<file path="config.mk">
export PLATFORM = sky130hd
export DESIGN_NAME = regstat_ckpt_ctrl
export DESIGN_NICKNAME = d
export VERILOG_FILES = /design/src/rtl/regstat_ckpt_ctrl.sv
export SDC_FILE = /design/constraint.sdc
export NUM_CORES = 1
export LEC_CHECK = 0
export BUFFER_PORTS_ARGS = -buffer_cell sky130_fd_sc_hd__buf_2
export CELL_PAD_IN_SITES_DETAIL_PLACEMENT = 1
export CELL_PAD_IN_SITES_GLOBAL_PLACEMENT = 2
export CORE_MARGIN = 1.5
export CORE_UTILIZATION = 35
export DETAILED_ROUTE_END_ITERATION = 10
export GPL_TIMING_DRIVEN = 0
export PLACE_DENSITY_LB_ADDON = 0.1
export SYNTH_ARGS = -nofsm -noshare
export SYNTH_HDL_FRONTEND = slang
export SYNTH_SLANG_ARGS = --single-unit
</file>
<file path="constraint.sdc">
create_clock -name clk -period 9.3 [get_ports clk]
set_clock_uncertainty 0.2 [all_clocks]
set_input_delay 1.86 -clock clk [delete_from_list [all_inputs] [get_ports clk]]
set_output_delay 1.86 -clock clk [all_outputs]
set_load 0.005 [all_outputs]
</file>
<file path="src/rtl/regstat_ckpt_ctrl.sv">
// Branch checkpoint controller: circular buffer of {ROB tag, busy snapshot} with a one-cycle restore FSM.
// Optional sticky ckptMiss flag is built when REGSTAT_CKPT_MISS_EN is defined.
module regstat_ckpt_ctrl #(
  parameter int WIDTH = 31,
  parameter int ROB   = 2,
  parameter int CKPT  = 4
) (
  input  logic                   clk,
  input  logic                   reset,
  input  logic                   snapValid,
  input  logic [ROB:0]           snapROB,
  input  logic [WIDTH:0]         regStatusSnap,
  input  logic                   commitValid,
  input  logic [ROB:0]           commitROB,
  input  logic                   mispredict,
  input  logic [ROB:0]           mispredictROB,
  output logic [WIDTH:0]         statusRestore,
  output logic                   restore,
  output logic                   stall,
  output logic [$clog2(CKPT):0]  ckptCount
`ifdef REGSTAT_CKPT_MISS_EN
  ,
  output logic                   ckptMiss
`endif
);

  localparam int PW = $clog2(CKPT);
  localparam logic [PW:0] FULLC = (PW+1)'(CKPT);
  localparam logic [PW:0] ONE   = (PW+1)'(1);

  typedef enum logic {IDLE, RESTORE} state_t;
  state_t state, state_nxt;

  logic [ROB:0]   tag_q  [CKPT];
  logic [WIDTH:0] snap_q [CKPT];
  logic [PW:0]    head, tail, count;
  logic           full, commit_free, do_alloc, do_rest;
  logic           hit;
  logic [PW:0]    hit_ptr, p;
  logic [WIDTH:0] hit_snap;

  assign count       = tail - head;
  assign full        = (count == FULLC);
  assign commit_free = commitValid && (count != '0) && (tag_q[head[PW-1:0]] == commitROB);

  // Oldest-first search: first live slot from head whose tag matches.
  always_comb begin
    hit      = 1'b0;
    hit_ptr  = head;
    hit_snap = '0;
    p        = head;
    for (int i = 0; i < CKPT; i++) begin
      p = head + (PW+1)'(i);
      if (!hit && ((PW+1)'(i) < count) && (tag_q[p[PW-1:0]] == mispredictROB)) begin
        hit      = 1'b1;
        hit_ptr  = p;
        hit_snap = snap_q[p[PW-1:0]];
      end
    end
  end

  assign do_rest  = (state == IDLE) && mispredict && hit;
  assign do_alloc = (state == IDLE) && snapValid && !mispredict && !full;

  always_comb begin
    state_nxt = state;
    case (state)
      IDLE:    if (do_rest) state_nxt = RESTORE;
      RESTORE: state_nxt = IDLE;
      default: state_nxt = IDLE;
    endcase
  end

  assign restore   = (state == RESTORE);
  assign stall     = full || restore;
  assign ckptCount = count;

  always_ff @(posedge clk) begin
    if (reset) begin
      state         <= IDLE;
      head          <= '0;
      tail          <= '0;
      statusRestore <= '0;
    end else begin
      state <= state_nxt;
      if (commit_free) head <= head + ONE;
      if (do_rest) begin
        // Matched slot is also being committed: tail must follow the advanced head.
        tail          <= (commit_free && hit_ptr == head) ? head + ONE : hit_ptr;
        statusRestore <= hit_snap;
      end else if (do_alloc) begin
        tail <= tail + ONE;
      end
    end
  end

  // Storage needs no reset: only slots between head and tail are read.
  always_ff @(posedge clk) begin
    if (do_alloc) begin
      tag_q[tail[PW-1:0]]  <= snapROB;
      snap_q[tail[PW-1:0]] <= regStatusSnap;
    end
  end

`ifdef REGSTAT_CKPT_MISS_EN
  always_ff @(posedge clk) begin
    if (reset)
      ckptMiss <= 1'b0;
    else if ((state == IDLE) && mispredict && !hit)
      ckptMiss <= 1'b1;
  end
`endif

endmodule

</file>
==> results.json <==
{
  "status": "completed",
  "yosysSeqAreaShare_pct": 47.67,
  "synth_warnings": 0,
  "cp.arrival_ns": 5.63,
  "ioPinCount": 83,
  "cts_made_buffers": 17,
  "grt_pass1_vias": 7721,
  "min_from": "statusRestore[30]",
  "synth_top_area_share_pct": 39.88,
  "synth_adder_area_share_pct": 1.021,
  "synth_xor_xnor_area_share_pct": 2.006,
  "synth_area_leaders": "edfxtp_1 40%, mux4_2 30%, dfxtp_1 7.8%, nor3_1 3.1%, nor2_1 2.6%",
  "die_w_um": 176.5,
  "synth_edf_count": 140,
  "pwr_density_cell_mw_per_mm2": 165.2,
  "cts_tree": "done",
  "clk_pin_slew_ns": 0.08,
  "numClockSinks": 181,
  "hold_violations": 0,
  "hold_depth": 2,
  "cts_resized": 0,
  "syn-num-nets": 794,
  "p_leak_nw": 3.795,
  "gp_congestion": 0.7389,
  "avgSynthCellArea_sq_um": 14.25,
  "synth_flop_cell": "edfxtp_1",
  "max_slew_margin_pct": 30.67,
  "firstDrtPassIters": 5,
  "peakVddDrop_uv": 135.7,
  "netlist_area_sq_mm": 0.01054,
  "crit_path_start_kind": "flip-flop",
  "holdPathEnd": "statusRestore[30]",
  "ant_nets": 0,
  "maxSlewViolCount": 0,
  "setup_violations": 0,
  "die_area_sq_mm": 0.03117,
  "fin_setup_tns_ns": 0,
  "grt_max_degree": 27,
  "finalCritPeriodShare_pct": 58.92,
  "die_h_um": 176.5,
  "h-tree-depth": 4,
  "clock_path_buffers": 2,
  "area_growth_syn_to_layout_pct": 14.59,
  "n_antenna_cell": 0,
  "synth_compound_area_share_pct": 3.703,
  "endpoint_kind": "flip-flop",
  "antenna_found_initial": 0,
  "grt_pass1_wl_mm": 47.17,
  "post-route-drc-count": 0,
  "grt_overflow_total": 0,
  "ys_top_cells_by_count": "140 x edfxtp_1, 140 x mux4_2, 72 x nor2_1",
  "rows": 63,
  "drt_iter0_markers": 405,
  "postCtsSetupBuffers": 0,
  "vias_per_cell": 5.780,
  "drive_above_1_share_pct": 34.39,
  "synth_mux_area_share_pct": 30.20,
  "worstReg2RegEnd": "statusRestore[0]",
  "hold_class": "reg -> reg",
  "worst_pin_slew_ns": 1.040,
  "yosysTopAreaCell": "edfxtp_1",
  "hpwlAfterDp_mm": 20.80,
  "critPathRequiredTime_ns": 9.45,
  "vias": 7196,
  "fmaxAchievable_mhz": 182.5,
  "design.core.area_sq_mm": 0.02964,
  "r2r-start": "head[0]",
  "async_flop_share_pct": 0,
  "cap_violations": 0,
  "syn-instance-count": 740,
  "regToRegSetupSlack_ns": 3.82,
  "nets": 896,
  "wirelength_mm": 30.94,
  "yosys.area_share.simple_pct": 12.00,
  "hold_buffers": 0,
  "initial_core_util_pct": 35.57,
  "period_minus_slack_ns": 5.479,
  "ys_types": 49,
  "insertion_delay_ns": 0.44,
  "port_buffers": 79,
  "synth_top_family_by_area": "multiplexers",
  "grt_usage_pct": 20.61,
  "drt-wirelength-per-cell_um": 24.85,
  "worst_r2r_path_depth": 16,
  "critPathKind": "reg -> reg",
  "root_buffer": "clkbuf_16",
  "rsz0062_at_grt": "false",
  "cp_max_fo": 10,
  "synth-seq-cells": 181,
  "p_total_mw": 1.996
}
[cell type report]
class,instances,area [sq um]
multi-input combinational,483,5162
timing repair buffer,83,475.5
buffer,69,332.8
sequential,181,5025
clock inverter,13,126.4
tap,390,488.0
inverter,7,26.28
fill,3133,17560
clock buffer,19,442.9
[layer usage]
metal  up-vias  track usage (%)  share of wire [%]
li1       3168                -                  -
met1      3829            26.87                 44
met2       166            35.78                 51
met3        33            2.950                3.6
met4         0            5.791                1.3
met5         -                0                  0
[stage by stage]
step           worst slack (ns)  area (sq um)  utilization [%]  cells  hold slack [ns]
3_5_place_dp              3.773         11510            38.83   1213           0.2804
6_report                  3.821         12080            40.75   1245           0.2895
3_3_place_gp              3.789         11420            38.55   1209           0.2731
2_1_floorplan             5.259         10540                -    740           0.2841
4_1_cts                   3.752         12080            40.75   1245           0.2912
5_1_grt                   3.574         12080            40.75   1245           0.3173
[registers in the layout, indices dropped and copies added, names as in the netlist, named ones only]
register,cells
tag_q,12
tail,3
statusRestore,32
restore,1
head,3
snap_q,128
[power by group]
part           switching (mW)  leakage (nW)  internal (mW)
clock network           0.325         0.277          0.380
registers              0.0314          1.60          0.920
logic                   0.184          1.92          0.155
total                   0.541          3.79           1.45
[cell usage in the layout (no fill, tap or decap), drive strengths merged, types with 3 or more instances in the layout]
master | netlist | layout
inv | 7 | 9
nor3 | 65 | 65
ha | 7 | 7
clkinv | 0 | 8
o21ai | 3 | 3
mux4 | 140 | 140
nor2 | 72 | 72
clkbuf | 35 | 54
nand3 | 35 | 35
a31oi | 33 | 33
nand2 | 38 | 38
xor2 | 4 | 4
dfxtp | 41 | 41
a21boi | 3 | 3
nor2b | 32 | 32
mux2i | 3 | 3
and2 | 5 | 5
xnor2 | 15 | 15
edfxtp | 140 | 140
nand4 | 5 | 5
buf | 34 | 117
[cells by family (layout without fill, tap and decap cells)]
logic type,Yosys count,after routing
buffers and inverters,76,191
multiplexers,143,143
AND/OR/NAND/NOR,260,260
adder cells (fa/ha/maj),8,8
XOR/XNOR,20,20
flip-flops,181,181
AO/OA/AOI/OAI,52,52
[critical path, cell delays in order (launching register included)]
cell and delay, ns:
dfxtp_1 0.41, buf_6 0.19, buf_2 0.32, buf_2 0.42
clkbuf_1 0.64, inv_1 0.10, ha_1 0.35, buf_2 0.30
mux4_2 0.55, xnor2_1 0.16, nand4_1 0.19, buf_2 0.31
buf_1 0.57, nand3_1 0.17, a31oi_1 0.21, nor3_1 0.10
nor3_1 0.16
[worst max path at each step]
stage	start	endpoint	slack, ns
2_1_floorplan	head[0]	statusRestore[13]	5.26
3_3_place_gp	head[0]	statusRestore[0]	3.79
3_5_place_dp	head[0]	statusRestore[0]	3.77
4_1_cts	head[0]	statusRestore[0]	3.75
5_1_grt	head[0]	statusRestore[4]	3.57
6_report	head[0]	statusRestore[0]	3.82
Power figures use the tool's default switching activity.
